$ cat src/rtl/common_pkg.sv
// Shared data-bus types used by every bus agent in the core.
package common_pkg;

  typedef logic [7:0] strobe_t;

  typedef struct packed {
    logic        valid;
    logic [63:0] addr;
    logic [1:0]  size;
    strobe_t     strobe;
    logic [63:0] data;
  } dbus_req_t;

  typedef struct packed {
    logic        addr_ok;
    logic        data_ok;
    logic [63:0] data;
  } dbus_resp_t;

endpackage

$ cat src/rtl/mem_access_unit_pkg.sv
// Pipeline-side types and helpers for the memory-stage bus agent.
package mem_access_unit_pkg;

  typedef enum logic [1:0] {
    MSIZE1 = 2'd0,
    MSIZE2 = 2'd1,
    MSIZE4 = 2'd2,
    MSIZE8 = 2'd3
  } mem_size_t;

  typedef enum logic [1:0] {
    S_IDLE  = 2'd0,
    S_BUS   = 2'd1,
    S_HOLD  = 2'd2,
    S_DRAIN = 2'd3
  } mau_state_t;

  typedef struct packed {
    logic        is_store;
    mem_size_t   size;
    logic        is_unsigned;
    logic [63:0] addr;
    logic [63:0] wdata;
  } mem_req_t;

  function automatic logic is_misaligned(input mem_size_t size, input logic [2:0] off);
    case (size)
      MSIZE1:  is_misaligned = 1'b0;
      MSIZE2:  is_misaligned = (off[0] != 1'b0);
      MSIZE4:  is_misaligned = (off[1:0] != 2'b00);
      MSIZE8:  is_misaligned = (off != 3'b000);
      default: is_misaligned = 1'b1;
    endcase
  endfunction

  function automatic logic [7:0] size_mask(input mem_size_t size);
    case (size)
      MSIZE1:  size_mask = 8'h01;
      MSIZE2:  size_mask = 8'h03;
      MSIZE4:  size_mask = 8'h0F;
      MSIZE8:  size_mask = 8'hFF;
      default: size_mask = 8'h00;
    endcase
  endfunction

endpackage

$ cat src/rtl/mem_align.sv
// Byte-lane alignment: store shifter/strobe generator and load extractor/extender.
module mem_align
  import mem_access_unit_pkg::*;
(
  input  mem_size_t   st_size,
  input  logic [2:0]  st_off,
  input  logic [63:0] st_wdata,
  output logic [7:0]  st_strobe,
  output logic [63:0] st_data,
  input  mem_size_t   ld_size,
  input  logic        ld_unsigned,
  input  logic [2:0]  ld_off,
  input  logic [63:0] ld_raw,
  output logic [63:0] ld_result
);

  logic [63:0] ld_shift_s;

  // Store lanes move up to the addressed byte; loads move down then extend.
  always_comb begin
    st_strobe  = size_mask(st_size) << st_off;
    st_data    = st_wdata << {st_off, 3'b000};
    ld_shift_s = ld_raw >> {ld_off, 3'b000};
    case (ld_size)
      MSIZE1:  ld_result = ld_unsigned ? {56'h0, ld_shift_s[7:0]}
                                       : {{56{ld_shift_s[7]}}, ld_shift_s[7:0]};
      MSIZE2:  ld_result = ld_unsigned ? {48'h0, ld_shift_s[15:0]}
                                       : {{48{ld_shift_s[15]}}, ld_shift_s[15:0]};
      MSIZE4:  ld_result = ld_unsigned ? {32'h0, ld_shift_s[31:0]}
                                       : {{32{ld_shift_s[31]}}, ld_shift_s[31:0]};
      MSIZE8:  ld_result = ld_shift_s;
      default: ld_result = 64'h0;
    endcase
  end

endmodule

$ cat src/rtl/mem_access_unit.sv
// Memory-stage bus agent: one load/store per transaction, request held on the
// data bus until data_ok, registered result handed back to the pipeline.
module mem_access_unit
  import common_pkg::*;
  import mem_access_unit_pkg::*;
(
  input  logic        clk,
  input  logic        reset,
  input  logic        req_valid,
  input  logic        req_is_store,
  input  logic [1:0]  req_size,
  input  logic        req_unsigned,
  input  logic [63:0] req_addr,
  input  logic [63:0] req_wdata,
  output logic        req_ready,
  output logic        resp_valid,
  output logic [63:0] resp_data,
  output logic        resp_misalign,
  input  logic        resp_ready,
  input  logic        flush,
  output dbus_req_t   dreq,
  input  dbus_resp_t  dresp
);

  mau_state_t  state_r;
  dbus_req_t   dreq_r;
  mem_req_t    req_s;
  mem_size_t   size_r;
  logic        store_r, unsigned_r, resp_valid_r, resp_misalign_r;
  logic [2:0]  off_r;
  logic [63:0] resp_data_r;
  logic        req_ready_s, misaligned_s;
  logic [7:0]  st_strobe_s;
  logic [63:0] st_data_s, ld_result_s;
  logic        unused_addr_ok_s;

  // Bundle the pipeline request and classify its alignment.
  always_comb begin
    req_s.is_store    = req_is_store;
    req_s.size        = mem_size_t'(req_size);
    req_s.is_unsigned = req_unsigned;
    req_s.addr        = req_addr;
    req_s.wdata       = req_wdata;
    misaligned_s      = is_misaligned(req_s.size, req_s.addr[2:0]);
  end

  assign req_ready_s      = (state_r == S_IDLE) && !flush;
  assign unused_addr_ok_s = dresp.addr_ok;

  mem_align u_align (
    .st_size     (req_s.size),
    .st_off      (req_s.addr[2:0]),
    .st_wdata    (req_s.wdata),
    .st_strobe   (st_strobe_s),
    .st_data     (st_data_s),
    .ld_size     (size_r),
    .ld_unsigned (unsigned_r),
    .ld_off      (off_r),
    .ld_raw      (dresp.data),
    .ld_result   (ld_result_s)
  );

  // Transaction FSM; dreq is built once at acceptance and never touched until data_ok.
  always_ff @(posedge clk or negedge reset) begin
    if (!reset) begin
      state_r         <= S_IDLE;
      dreq_r          <= '0;
      resp_valid_r    <= 1'b0;
      resp_data_r     <= 64'h0;
      resp_misalign_r <= 1'b0;
      store_r         <= 1'b0;
      size_r          <= MSIZE1;
      unsigned_r      <= 1'b0;
      off_r           <= 3'b000;
    end else begin
      case (state_r)
        S_IDLE: begin
          if (req_valid && req_ready_s) begin
            store_r    <= req_s.is_store;
            size_r     <= req_s.size;
            unsigned_r <= req_s.is_unsigned;
            off_r      <= req_s.addr[2:0];
            if (misaligned_s) begin
              state_r         <= S_HOLD;
              resp_valid_r    <= 1'b1;
              resp_misalign_r <= 1'b1;
              resp_data_r     <= 64'h0;
            end else begin
              state_r       <= S_BUS;
              dreq_r.valid  <= 1'b1;
              dreq_r.addr   <= req_s.addr;
              dreq_r.size   <= req_s.size;
              dreq_r.strobe <= req_s.is_store ? st_strobe_s : 8'h00;
              dreq_r.data   <= req_s.is_store ? st_data_s : 64'h0;
            end
          end
        end
        S_BUS: begin
          if (dresp.data_ok) begin
            dreq_r <= '0;
            if (flush) begin
              state_r <= S_IDLE;
            end else begin
              state_r         <= S_HOLD;
              resp_valid_r    <= 1'b1;
              resp_misalign_r <= 1'b0;
              resp_data_r     <= store_r ? 64'h0 : ld_result_s;
            end
          end else if (flush) begin
            state_r <= S_DRAIN;
          end
        end
        S_HOLD: begin
          if (flush || resp_ready) begin
            state_r         <= S_IDLE;
            resp_valid_r    <= 1'b0;
            resp_data_r     <= 64'h0;
            resp_misalign_r <= 1'b0;
          end
        end
        // A flushed request still has to finish on the bus before we let go.
        S_DRAIN: begin
          if (dresp.data_ok) begin
            dreq_r  <= '0;
            state_r <= S_IDLE;
          end
        end
        default: begin
          state_r      <= S_IDLE;
          dreq_r       <= '0;
          resp_valid_r <= 1'b0;
        end
      endcase
    end
  end

  assign req_ready     = req_ready_s;
  assign resp_valid    = resp_valid_r;
  assign resp_data     = resp_data_r;
  assign resp_misalign = resp_misalign_r;
  assign dreq          = dreq_r;

endmodule

$ cat config.mk
export PLATFORM = sky130hd
export DESIGN_NAME = mem_access_unit
export DESIGN_NICKNAME = d
export VERILOG_FILES = /design/src/rtl/common_pkg.sv /design/src/rtl/mem_access_unit_pkg.sv /design/src/rtl/mem_align.sv /design/src/rtl/mem_access_unit.sv
export SDC_FILE = /design/constraint.sdc
export NUM_CORES = 1
export LEC_CHECK = 0
export BUFFER_PORTS_ARGS = -buffer_cell sky130_fd_sc_hd__buf_2
export CORE_UTILIZATION = 30
export CTS_BUF_LIST = sky130_fd_sc_hd__clkbuf_4 sky130_fd_sc_hd__clkbuf_8
export CTS_CLUSTER_DIAMETER = 50
export DETAILED_ROUTE_END_ITERATION = 16
export HOLD_SLACK_MARGIN = 0.03
export PLACE_DENSITY = 0.53
export SETUP_SLACK_MARGIN = 0.5
export SYNTH_ARGS = -nofsm -noshare
export SYNTH_HDL_FRONTEND = slang
export SYNTH_SLANG_ARGS = --single-unit
$ cat constraint.sdc
create_clock -name clk -period 2.95 [get_ports clk]
set_input_delay 0.59 -clock clk [delete_from_list [all_inputs] [get_ports clk]]
set_output_delay 0.59 -clock clk [all_outputs]
set_load 0.005 [all_outputs]
# Word-level counts from Yosys, hierarchy flattened
# Index checks and enable logic that the tools add are counted.
# word_totals
register_bits	214
inputBits	203
output_inout_bits	206
wordCells	86
# op_classes
n_eq_ne	18
n_shift	3
muxes	36
n_reduce_logical	16
# ops
operator	count
64-bit 2-to-1 mux	10
139-bit 2-to-1 mux	3
139-bit one-hot mux with 2 select lines	1
64-bit one-hot mux with 4 select lines	1
64-bit one-hot mux with 3 select lines	1
64-bit by 6-bit << shifter with 64-bit output	1
64-bit by 6-bit right shift with 64-bit output	1
8-bit one-hot mux with 4 select lines	1
2-bit 2-to-1 mux	7
2-bit == test (second input constant)	6
2-bit != test (second input constant)	6
8-bit 2-to-1 mux	1
2-bit one-hot mux with 4 select lines	1
4-bit AND reduction	2
8-bit by 3-bit << shifter with 8-bit output	1
1-bit 2-to-1 mux	7
2-bit by 1-bit == test with 1-bit output (second input constant)	3
2-bit logical NOT	3
1-bit one-hot mux with 3 select lines	2
6-bit AND reduction	1
3-bit nonzero test	2
2-bit by 1-bit != test with 1-bit output (second input constant)	2
1-bit one-hot mux with 4 select lines	1
2-bit nonzero test	2
6 further kinds	7

# Logic depth before layout (Yosys ltp)
# Gate-level depths: netlist of the first run.
# depth
word_depth	7
ltp_mapped	11

# Cells and area by module
# A second synthesis of the first run with hierarchy kept.
# hier_totals
hier_cells	1380
hier_area_um2	13575.5
# modules_own_cells
module	n_inst	cells_per_inst	area_per_inst_um2	seq_area_each_um2
mem_access_unit	1	864	9455.3	5355.1
mem_align	1	516	4120.2	0.0

# Worst setup path before layout of the first run
# OpenSTA, ideal clock, no wires.
# synth_path
kind	reg-to-reg
start	register state_r[0]
end	register dreq_r, in the netlist dreq[30]
arrival_ns	2.049
path_slack_ns	0.780
stages_incl_launch_ff	11
synth_period_minus_slack_ns	2.170
cell_sequence	dfrtp_1 > inv_1 > ha_1 > and3b_1 > buf_2 > o211ai_1 > a22o_1 > buf_2 > buf_2 > buf_2 > a22o_1
# synth_via
elab_chain_len	5
word_cells_on_any_way	12
# synth_rtl
item	line_no	text
from (decl)	mem_access_unit.sv:25	mau_state_t state_r;
from (signal assigned)	mem_access_unit.sv:66	state_r <= S_IDLE;
from (signal assigned)	mem_access_unit.sv:84	state_r <= S_HOLD;
from (signal assigned)	mem_access_unit.sv:89	state_r <= S_BUS;
2-bit logical NOT	mem_access_unit.sv:47, mem_access_unit.sv:76	
1-bit logical AND	mem_access_unit.sv:47	assign req_ready_s = (state_r == S_IDLE) && !flush;
1-bit logical AND	mem_access_unit.sv:78	if (req_valid && req_ready_s) begin
2-bit by 1-bit != test with 1-bit output (no line)	n/a	
4-bit AND reduction (no line)	n/a	
to (decl)	mem_access_unit.sv:26	dbus_req_t dreq_r;
# Parallel ways exist; a longest one is shown, timed or not.
# A chain may end at the register's enable or synchronous reset.

# Worst setup path after layout of the first run
# layout_path
start	register off_r[1]
end	register resp_data_r[19] (netlist: resp_data[19])
# layout_via
elab_chain_len	7
word_cells_on_any_way	9
# layout_rtl
item	line_no	text
from (decl)	mem_access_unit.sv:30	logic [2:0] off_r;
from (signal assigned)	mem_access_unit.sv:82	off_r <= req_s.addr[2:0];
64-bit by 6-bit right shift with 64-bit output *	mem_align.sv:23	ld_shift_s = ld_raw >> {ld_off, 3'b000};
64-bit 2-to-1 mux (on tied branches)	mem_align.sv:29, mem_align.sv:25, mem_align.sv:27	
64-bit one-hot mux with 4 select lines *	mem_align.sv:24	case (ld_size)
64-bit 2-to-1 mux *	mem_access_unit.sv:107	resp_data_r <= store_r ? 64'h0 : ld_result_s;
64-bit 2-to-1 mux *	mem_access_unit.sv:101	if (flush) begin
64-bit 2-to-1 mux *	mem_access_unit.sv:99	if (dresp.data_ok) begin
64-bit one-hot mux with 3 select lines *	mem_access_unit.sv:76	case (state_r)
to (signal assigned)	mem_access_unit.sv:107	
to (decl)	mem_access_unit.sv:31	logic [63:0] resp_data_r;
# Mark *: on every way between the ends. The rest lies on a longest branch, timed or not. The select of a mux whose other input is x is not followed.

==> results of run 1 <==
-- cells by family after synthesis --
logic type      after synthesis
compound gates              389
fa+ha+maj                     5
buf+inv                     112
flops                       214
mux                         144
simple gates                248
-- layout by cell type (no fill, tap or decap), types with 21 or more instances in the layout --
master and n:
nor2b_1 21, dfrtp_1 211, clkbuf_8 53, buf_4 29, nand3_1 33, a22o_1 128, mux2i_1 120, a21oi_1 48
nand2_1 133, buf_2 406, a211oi_1 45, o21ai_0 99, nor2_1 27
-- power by group through the flow --
stage / clock, µW / combinational, µW / sequential (µW)
finish: 3320 / 5610 / 4150
global route: 3570 / 6160 / 4240
CTS: 3430 / 5640 / 4140
detailed placement: 0 / 5620 / 4180
global placement: 0 / 5580 / 4170
floorplan: 0 / 3740 / 3990
-- what timing repair did --
action                                  4_1_cts  5_1_grt
resized for setup                             4        5
endpoints found under the hold margin        66        0
hold buffers                                  1        0
pin swaps                                     0        0
endpoints found under the setup margin       96      101
-- layer usage --
layer / vias to the layer above / global-route usage, % / routed length (µm) / share of wire (%)
met4: 10 / 6.06 / 825 / 1.9
met3: 65 / 6.91 / 3530 / 8.1
li1: 4950 / - / - / -
met1: 5213 / 26.2 / 17500 / 40
met5: - / 0 / 59 / 0.13
met2: 372 / 38.1 / 21900 / 50
-- registers in the layout, summed over array words and instances, names as in the netlist --
name           count
resp_data         64
resp_valid         1
store_r            1
state_r            2
off_r              3
unsigned_r         1
size_r             2
dreq             139
resp_misalign      1
-- worst max-delay path: stages, from the launching register on --
cell	delay, ps
dfrtp_2	610
mux2i_1	200
mux4_2	550
o21ai_2	140
nand2b_1	190
buf_4	270
o21ai_0	220
-- stage by stage --
stage	instance area (µm²)	std cells	power (µW)	util (%)	hold slack [ps]
final	15000	2048	13100	39.9	198
after global routing	15000	2037	14000	39.8	158
after CTS	15000	2036	13200	39.7	129
after detailed placement	14000	1961	9800	37.2	460
after global placement	14000	1961	9750	37.2	458
after floorplan	11500	1112	7740	-	294
-- final cells by class --
cell class	instances	area, µm²	share of cell area (%)
multi-input cells	786	5640	37.5
clock inverters	10	118	0.783
inverters	7	26.3	0.175
clock buffers	64	812	5.41
flip-flops and latches	214	5360	35.7
repair buffers	444	2400	16.0
diodes	12	30.0	0.200
well taps	511	639	4.26
-- worst paths after layout --
check	from	end	slack, ps
worst max-delay path	off_r[1]	resp_data[19]	670
worst min-delay path	req_unsigned	unsigned_r	200
worst max register to register	off_r[1]	resp_data[19]	670
worst min register to register	dreq[138]	dreq[138]	470
max in group asynchronous	reset	dreq[98]	1630
min in group asynchronous	reset	resp_data[12]	590
==> results.txt, run 1 <==
- Sw Share: approximately two fifths
- Of the total power, registers draw around a third.
* Clock power frac: roughly a quarter
* Total overflow reported by the global router: 0
- Synth area leaders: dfrtp_1 (47%), mux2i_1 (10%), a22o_1 (9.8%), nand2_1 (4.3%), o21ai_0 (4.3%)
* Most frequently used flop master after synthesis: dfrtp_1
* Min setup slack post-route: 673 ps
- Number of enable flip-flop cells after synthesis: 0
- The initial utilization of the core area, before any placement, comes to 30.5%.
- Top-count cell post-synth: dfrtp_1
- Initial antenna violation count: 11
- Final total negative setup slack: 0 ps
* Design internal power: between 7000 and 8000 µW
* Clock Tree Root: clkbuf_8
* GRT Total Usage: between 20% and 30%
* Multiplexer share of the synthesized area: between 10 and 15%
- The net count of the finished layout is between 1500 and 2000.
- Relative slew slack: ~46%
* Combinational cell fraction of total power: between 40% and 50%
- Clock net sink count: 214
- Final setup violation count: 0
* Adder and majority gate portion of the synthesized area: less than 1%
* Half-perimeter wire length after placement: ~32000 µm
- Hold Path Depth: 3
- In this run, the number of DRC markers left after iteration 0 of detailed routing was roughly 640.
* Average vias per placed instance: 5.18
* Clock transition time at the flip-flop clock pins of the worst setup and hold paths: roughly 50 ps
- Pin count of the biggest net entering global routing: 100
- The biggest area contributor in the post-synthesis netlist is dfrtp_1.
- Number of vias in the routed layout: 10610
* Vias in the first global route: 10551
- Avg Synthesized Cell Area: around 10 µm²
* DIE HEIGHT: approximately 200 µm
- The worst path in the final design needs a cycle of approximately 2300 ps, including I/O delays and setup.
- Post-synthesis sequential element count: roughly 210
- In this run, distinct cell masters in the synthesized netlist total 55.
- Unrepaired setup endpoints after global routing: no
- Clk_skew: ~15 ps
- The number of setup buffers added after CTS is 0.
- Switch Pwr: between 5000 and 6000 µW
- Final weighted congestion of routability-driven global placement: 0.926
- At the worst endpoint, the required time is between 3000 and 4000 ps.
* Top cell type's share of synthesized area: a little under half
- Post-synthesis xor/xnor area fraction: 0%
- Share of final-layout standard cells stronger than drive strength 1: between 30% and 40%
- The die is a little under 200 µm wide.
- Standard cell core area: 0.0377 mm²
* Async set-or-reset flop fraction in the synthesized netlist: between 90% and 100%
* Number of primary I/O pins: slightly above 400
- Clk buf depth: 3
- The number of slew-limit violations in the final report was 0.
* Syn Nets: between 1000 and 1500
- Clock Latency Late Sink: 590 ps
* Run status: finished clean
- For this run, design rule violations remaining after detail routing come to 0.
- The synthesized netlist devotes roughly a quarter of its cell area to compound gates.
- Number of nets still failing antenna checks after routing: 0
- The count of buffers added on input and output ports is around 400.
- The tightest min-delay check is of the in -> reg type.
- At the pin with the least slew margin, the transition time is 816 ps.
* Cell count after synthesis: 1112
- Power Density: ~870 mW/mm²
- Summed instance area of the synthesized netlist: about 0.011 mm²
* CTS tree: yes
- Yosys synthesis warning count: 0
* Post-Synth Simple-Gate Area: 9.92%
* IR Drop Worst-Case VDD: 0.577 mV
- After filler insertion, the fill cell instance count of the layout stands at between 3000 and 4000.
* Startpoint type of the worst setup path: flop
- Dividing the detail-routed wire length by the instance count gives 21.4 µm.
- Most frequent cells after synthesis: dfrtp_1 (214), nand2_1 (133), a22o_1 (129)
* Share of the clock period used by the worst path after layout: a little under 80%
- The final number of hold-violating endpoints is 0.
- Crit path max fanout: 20
* Number of clock buffers inserted by TritonCTS: 43
- Endpoint type of the worst setup path: flop
* Reported leakage power: 0.00761 µW
- The final layout contains routed wiring with a total length of about 44000 µm.
- The tool flagged a number of max-cap violations equal to 0.
* Synth-to-layout area growth: 30.9%
* Htree depth: 2
- After synthesis, the largest family of logic cells by area is compound AO/OA/AOI/OAI gates.
- Counting cells, the worst reg-to-reg path comes to 6.
- Floorplan row count: between 70 and 80
* Data arrival time of the critical path: ~2800 ps
- By startpoint and endpoint, the worst setup path is classified as reg -> reg.
- Peak Freq: 439 MHz
* Wire length of the first global-routing pass: 65000 µm
- Worst setup slack before clock tree synthesis: around 330 ps
* Sequential share of the synthesized area: between 40% and 50%
- DIE AREA: 0.0391 mm²
- Router iterations before antenna repair: 5
(Power assumes the default switching activity.)
==> inputs of run 2 (changes only) <==
--- a/config.mk
+++ b/config.mk
@@ -5,13 +5,14 @@
 export SDC_FILE = /design/constraint.sdc
 export NUM_CORES = 1
 export LEC_CHECK = 0
+export ABC_AREA = 1
 export BUFFER_PORTS_ARGS = -buffer_cell sky130_fd_sc_hd__buf_2
 export CORE_UTILIZATION = 30
 export CTS_BUF_LIST = sky130_fd_sc_hd__clkbuf_4 sky130_fd_sc_hd__clkbuf_8
 export CTS_CLUSTER_DIAMETER = 50
 export DETAILED_ROUTE_END_ITERATION = 16
 export HOLD_SLACK_MARGIN = 0.03
-export PLACE_DENSITY = 0.53
+export PLACE_DENSITY = 0.54
 export SETUP_SLACK_MARGIN = 0.5
 export SYNTH_ARGS = -nofsm -noshare
 export SYNTH_HDL_FRONTEND = slang
==> constraint.sdc (replaced) <==
create_clock -name clk -period 2.05 [get_ports clk]
set_input_delay 0.41 -clock clk [delete_from_list [all_inputs] [get_ports clk]]
set_output_delay 0.41 -clock clk [all_outputs]
set_load 0.005 [all_outputs]
==> results.txt, run 2 <==
* Clock transition time at the flip-flop clock pins of the worst setup and hold paths: 60 ps (about the same)
- In this run the worst hold path is classified as in -> reg.
- Worst-margin pin slew: 544 ps (-271 ps)
- Top cell type's share of synthesized area: 44.1% (-2.6 points)
- Wire length of the first global-routing pass: 76000 µm (+17%)
- Final total negative setup slack: 0 ps (unchanged)
- Number of nets still failing antenna checks after routing: 0 (unchanged)
* Standard cell core area: 0.0398 mm² (+5.7%)
* Crit path max fanout: 26 (+30%)
- The total number of yosys warnings came to 0 (unchanged).
- DIE HEIGHT: 203 µm (+2.9%)
* Cell type group with the largest total delay on the critical path: buffers and inverters
- Final setup violation count: 0 (unchanged)
- Half-perimeter wire length after placement: 35500 µm (+10%)
* Clock Tree Root: clkbuf_8
* Share of the clock period used by the worst path after layout: 94.5% (+17 points)
* Pin count of the biggest net entering global routing: 103 (+3.0%)
- The peak supply drop was 0.727 mV (+26%).
- The vias per cell came to 5.14 (-0.82%).
* Number of slew-limit violations in the final report: 0 (unchanged)
- Total overflow reported by the global router: 0 (unchanged)
* Placement-stage cell area: 0.0150 mm² (+7.0%)
- The total global-route track usage is 23.7% (+1.7 points).
- Synth area leaders: dfrtp_1 (44%), nand2_1 (24%), nand3_1 (9.9%), o21ai_0 (8.7%), clkbuf_1 (1.9%)
- The critical path goes through buf_6 > ha_4 > inv_4 > nand2_4 > o21ai_4 > nand3_4 > buf_4 > clkbuf_16 > nand2_1 > o21ai_0.
- First DRT Iteration DRCs: 1289 (+100%)
* Relative slew slack: 63.7% (+18 points)
- Count of different cell masters after synthesis: 29 (-47%)
* Post-Route Hold Slack: 58.8 ps (-139 ps)
* Min setup slack post-route: 113 ps (-560 ps)
- Initial antenna violation count: 12 (+1)
- Most frequent cells after synthesis: nand2_1 (790), nand3_1 (241), dfrtp_1 (214)
* Floorplan row count: 73 (+2.8%)
- Buffer and inverter count on the worst path: 4 (+3)
* Avg Synthesized Cell Area: 6.92 µm² (-33%)
* Clk_skew: 26.1 ps (+11.1 ps)
- The endpoint required time on the critical path is 2530 ps (-910 ps).
- The number of vias in the routed layout was 14325 (+35%).
- Top-count cell post-synth: nand2_1
* Min Tclk post-route: 1940 ps (-340 ps)
- Unrepaired setup endpoints after global routing: yes
- The number of synthesized flops with an enable pin was 0 (unchanged).
* Async set-or-reset flop fraction in the synthesized netlist: 100% (unchanged)
- Number of design rule violations left after detail routing: 0 (unchanged)
- Total of max-cap violations: 0 (unchanged)
- The chip width came to 203 µm (+2.9%).
- The arrival time at the worst endpoint came to 2420 ps (-350 ps).
- The power density normalized to cell area is 1590 mW/mm² (+83%).
- The worst setup path is captured at a flop.
- Run status: finished clean
- Synth-to-layout area growth: 49.7%
- The flip-flop count of the largest register after layout is 139 (unchanged).
- Clock net sink count: 214 (unchanged)
- The first-pass iteration count of the detailed router is 6 (+1).
- The slowest stage of the critical path belongs to the cell dfrtp_2.
- Worst setup path class: reg -> reg
* DIE AREA: 0.0413 mm² (+5.8%)
* Number of input and output port buffers inserted: 407 (unchanged)
- CTS tree: yes
- The net count of the finished layout is 2433 (+43%).
- Final weighted congestion of routability-driven global placement: 0.951 (+2.6%)
- Highest-count cells in the layout ignoring fill and taps: nand2_1 (667), buf_2 (405), nand3_1 (238), dfrtp_1 (212), o21ai_0 (160)
* Syn Nets: 1963 (+49%)
* Clock Latency Late Sink: 600 ps (about the same)
- Clk buf depth: 3 (unchanged)
* Share of final-layout standard cells stronger than drive strength 1: 36.1% (-0.62 points)
- Cell count after synthesis: 1755 (+58%)
- Htree depth: 2 (unchanged)
* Highest cell delay on the worst timing path: 440 ps (-170 ps)
* Most frequently used flop master after synthesis: dfrtp_1
- Most frequent standard cell in the layout excluding fill and tap cells: nand2_1
- Sequential share of the synthesized area: 44.1% (-2.6 points)
- The detailed-route wire length was 56700 µm (+30%).
- Post-synthesis sequential element count: 214 (unchanged)
* Reported leakage power: 0.00999 µW (+31%)
* Final Instance Area: 0.0182 mm² (+21%)
- Yosys top cell by area: dfrtp_1
- Vias in the first global route: 12939 (+23%)
- Worst setup slack before clock tree synthesis: 14.9 ps (-311 ps)
* Startpoint type of the worst setup path: flop
- The CTS buffer count is 43 (unchanged).
- Final Hold Vio Count: 0 (unchanged)
* Summed instance area of the synthesized netlist: 0.0122 mm² (+5.8%)
* Average wire per standard cell: 20.3 µm (-4.9%)
* Number of primary I/O pins: 409 (unchanged)
- Effective utilization at floorplan: 30.5% (+0.033 points)
* Peak Freq: 516 MHz (+18%)
## run 2: cells by family after synthesis
family / Yosys count / synth area share, %
compound gates: 269 / 11.7
fa+ha+maj: 5 / 0.515
buf+inv: 175 / 6.37
flops: 214 / 44.1
mux: 7 / 0.587
simple gates: 1085 / 36.8
## run 2: through the flow
stage / std cells / util [%] / power (µW)
6_report: 2788 / 45.7 / 29000
5_1_grt: 2781 / 45.6 / 30700
4_1_cts: 2735 / 41.5 / 24500
3_5_place_dp: 2619 / 37.7 / 18600
3_3_place_gp: 2619 / 37.7 / 18500
2_1_floorplan: 1755 / - / 13700
## run 2: repair_timing
item | 4_1_cts | 5_1_grt
gates cloned | 3 | 30
hold endpoints to repair | 69 | 0
pin swaps | 5 | 33
endpoints found under the setup margin | 407 | 413
buffers inserted | 10 | 15
gates resized for setup | 11 | 313
hold buffers | 28 | 0
## run 2: tightest hold or removal path: stages
cell	delay, ps
buf_2	100
nand2_1	50
o21ai_1	70
## run 2: metal layers
metal,share of wire [%],vias to the layer above,GRT usage [%],wire (µm)
li1,-,6681,-,-
met1,40,6802,30.6,22800
met2,48,682,38.1,27100
met3,8.1,148,6.14,4570
met4,4.0,12,8.65,2260
met5,0.14,-,0,77
## run 2: area by class of cell
cell class,instances,area [µm²]
multi-input combinational,1366,6890
inverter,49,205
sequential,214,5360
clock buffer,63,798
fill,4168,21600
clock inverter,12,230
antenna,8,20.0
tap,525,657
timing repair buffer,551,4030
## run 2: final timing paths
path	start	end	slack, ps	cells after the start
worst max register to register	state_r[0]	dreq[137]	110	10
max in group asynchronous	reset	dreq[17]	1000	3
min in group asynchronous	reset	resp_data[44]	300	2
worst min register to register	resp_data[48]	resp_data[48]	470	2
worst min-delay path	req_addr[61]	dreq[135]	60	3
worst max-delay path	state_r[0]	dreq[137]	110	10
## run 2: power by group
group	leakage, µW	total, µW	switching (µW)	internal (µW)
Combinational	0.00661	16700	10100	6570
Sequential	0.00285	6950	1060	5890
Clock	0.000529	5320	2060	3260
==> inputs of run 3 (changes only) <==
--- a/config.mk
+++ b/config.mk
@@ -12,7 +12,7 @@
 export CTS_CLUSTER_DIAMETER = 50
 export DETAILED_ROUTE_END_ITERATION = 16
 export HOLD_SLACK_MARGIN = 0.03
-export PLACE_DENSITY = 0.54
+export PLACE_DENSITY = 0.52
 export SETUP_SLACK_MARGIN = 0.5
 export SYNTH_ARGS = -nofsm -noshare
 export SYNTH_HDL_FRONTEND = slang
==> constraint.sdc (replaced) <==
create_clock -name clk -period 1.8 [get_ports clk]
set_input_delay 0.36 -clock clk [delete_from_list [all_inputs] [get_ports clk]]
set_output_delay 0.36 -clock clk [all_outputs]
set_load 0.005 [all_outputs]
==> results.txt, run 3 (synthesis gave the netlist of run 2 again) <==
- Run status: finished, violations left
- Failing checks: negative setup slack
* Final total negative setup slack: -5400 ps (-5400 ps)
- Worst reg2reg path depth: 10 (unchanged)
* Number of clock buffers inserted by TritonCTS: 42 (-2.3%)
* Cell with the most instances on the worst path: nand2_1
* DIE HEIGHT: 203 µm (unchanged)
* Flop2flop setup slack: -80 ps (-200 ps)
- Detailed-route wire length: 54100 µm (-4.6%)
- CTS tree: yes
- Leaving out fill and tap cells, the most frequent cell in the layout is nand2_1.
- The worst relative slew slack is 65.8% (+2.1 points).
- The die footprint is 0.0413 mm² (unchanged).
- Number of input and output port buffers inserted: 407 (unchanged)
- The maximum clock insertion buffer count was 3 (unchanged).
- The first-pass iteration count of the detailed router came to 6 (unchanged).
- The worst setup path is captured at a flop.
* Critical Path, Cell by Cell: buf_6 > ha_4 > inv_2 > nand2_4 > o21ai_4 > nand3_4 > buf_12 > clkbuf_16 > nand2_1 > nand2_1
* Endpoint required time on the critical path: 2290 ps (-240 ps)
- Hold Path Depth: 4 (+1)
- Reported leakage power: 0.00996 µW (-0.32%)
- The number of clock sinks came to 214 (unchanged).
* Width of the chip: 203 µm (unchanged)
* Htree depth: 2 (unchanged)
- The via count of the first global-routing pass is 13657 (+5.5%).
* Max stage delay cell, worst path: dfrtp_2
- The net count of the finished layout came to 2516 (+3.4%).
* Number of fillers in the final layout: 4096 (-1.7%)
- Number of primary I/O pins: 409 (unchanged)
- Share of final-layout standard cells stronger than drive strength 1: 32.7% (-3.4 points)
- The maximum cell stage delay along the critical path came to 430 ps (about the same).
- The worst setup path is of the reg -> reg kind.
* Synth-to-layout area growth: 51.5%
- The largest net degree at the start of global routing was 63 (-39%).
- The max-capacitance violation count came to 0 (unchanged).
- Min Tclk post-route: 1880 ps (-52.8 ps)
- The clock network latency to the later pin of the worst-skew pair was 620 ps (+20 ps).
* Peak Freq: 531 MHz (+2.8%)
* IR Drop Worst-Case VDD: 0.715 mV (-1.5%)
- The number of vias in the routed layout came to 14371 (+0.32%).
* Average vias per placed instance: 5.00 (-2.6%)
- Highest-count cells in the layout ignoring fill and taps: nand2_1 (752), buf_2 (405), nand3_1 (232), dfrtp_1 (212), o21ai_0 (123)
- The area of placed instances came to 0.0156 mm² (+4.3%).
- Final weighted congestion of routability-driven global placement: 0.919 (-3.3%)
* Final Hold Vio Count: 0 (unchanged)
* Initial antenna violation count: 12 (unchanged)
* Clock Tree Root: clkbuf_8
- STA classifies the critical path startpoint as a flop.
- Data arrival time of the critical path: 2370 ps (-50 ps)
* Final Instance Area: 0.0184 mm² (+1.2%)
- The min-delay analysis places its worst path in the category in -> reg.
- Min setup slack post-route: -84.3 ps (-197 ps)
* Buffer and inverter count on the worst path: 4 (unchanged)
- Setup repair after global routing could not meet its margin everywhere.
* Cell type group with the largest total delay on the critical path: buffers and inverters
- The power density normalized to cell area came to 1730 mW/mm² (+8.4%).
- Clock transition time at the flip-flop clock pins of the worst setup and hold paths: 60 ps (about the same)
- Number of design rule violations left after detail routing: 0 (unchanged)
* Clk_skew: 35.8 ps (+9.73 ps)
- The number of stages on the worst setup path is 10 (unchanged).
* Floorplan row count: 73 (unchanged)
- Flip-flop count of the largest register after layout: 139 (unchanged)
* Effective utilization at floorplan: 30.5% (unchanged)
- Worst-margin pin slew: 513 ps (-31.2 ps)
- The ratio of final minimum period to clock period is 105% (+10 points).
- First DRT Iteration DRCs: 1282 (-0.54%)
- GRT Total Usage: 25.0% (+1.3 points)
* Crit path max fanout: 16 (-38%)
- Average wire per standard cell: 18.8 µm (-7.4%)
- Standard cell core area: 0.0398 mm² (unchanged)
- Final setup violation count: 162 (+162)
- The wire length of the first global-routing pass came to 79600 µm (+4.8%).
- The half-perimeter wire length after detailed placement came to 37600 µm (+6.1%).
- Number of slew-limit violations in the final report: 0 (unchanged)
* Total overflow reported by the global router: 0 (unchanged)
* Number of nets still failing antenna checks after routing: 0 (unchanged)
==> run 3: changes by cell type in the layout (fill, tap and decap cells not counted), moves of 5 or more <==
cell / change
buf_4: +46
buf_8: -6
dlygate4sd3_1: +44
nand3_1: -6
nand3_2: +7
clkbuf_16: -10
nand2_1: +85
o21ai_1: +48
buf_12: +9
o21ai_0: -37
clkbuf_4: -5
nand2_2: -33
o21ai_2: -11
nand2_4: -52
==> run 3: cell type report <==
type                       count  area (µm²)  share of cell area [%]
antenna                        8        20.0                   0.109
clock buffer                  58         761                    4.13
clock inverter                18         270                    1.47
inverter                      49         205                    1.11
multi-input combinational   1366        6400                    34.8
sequential                   214        5360                    29.1
tap                          525         657                    3.57
timing repair buffer         635        4730                    25.7
==> run 3: tightest hold or removal path: stages <==
cell,delay (ps)
buf_2,100
inv_1,60
buf_4,120
o31ai_1,70
==> run 3: timing repair <==
item / in CTS / in global routing
gates resized for setup: 47 / 135
buffers inserted: 7 / 7
cloned: 7 / 11
setup endpoints to repair: 420 / 420
hold endpoints to repair: 153 / 0
pin swaps: 4 / 10
hold buffers: 72 / 0
==> run 3: stage by stage <==
step | cells | setup WS, ps | utilization [%] | hold WS (ps) | total power [µW]
2_1_floorplan | 1755 | 162 | - | 64.4 | 15900
4_1_cts | 2847 | -107 | 44.6 | 108 | 30200
3_5_place_dp | 2685 | -125 | 39.3 | 321 | 22300
3_3_place_gp | 2685 | -104 | 39.3 | 322 | 22200
6_report | 2873 | -84.3 | 46.2 | 147 | 31800
5_1_grt | 2868 | -226 | 46.2 | 124 | 33900
==> run 3: power by group <==
group	switching (µW)	internal [µW]	total [µW]
Combinational	10300	7610	17900
Sequential	1120	6700	7820
Clock	2430	3640	6070
Total	13800	17900	31800
==> run 3: per-layer routing <==
metal  vias to the layer above  share of wire [%]  track usage, %
li1                       6856                  -               -
met1                      6751                 40            31.0
met2                       613                 48            40.7
met4                         8                4.3            10.9
met5                         -              0.081               0
met3                       143                7.8            6.55
==> run 3: path summary, 6_finish.rpt <==
| check | from | endpoint |
|---|---|---|
| worst max register to register | state_r[0] | dreq[46] |
| worst min register to register | dreq[57] | dreq[57] |
| worst max-delay path | state_r[0] | dreq[46] |
| max in group asynchronous | reset | dreq[100] |
| worst min-delay path | req_addr[2] | dreq[76] |
| min in group asynchronous | reset | resp_data[42] |
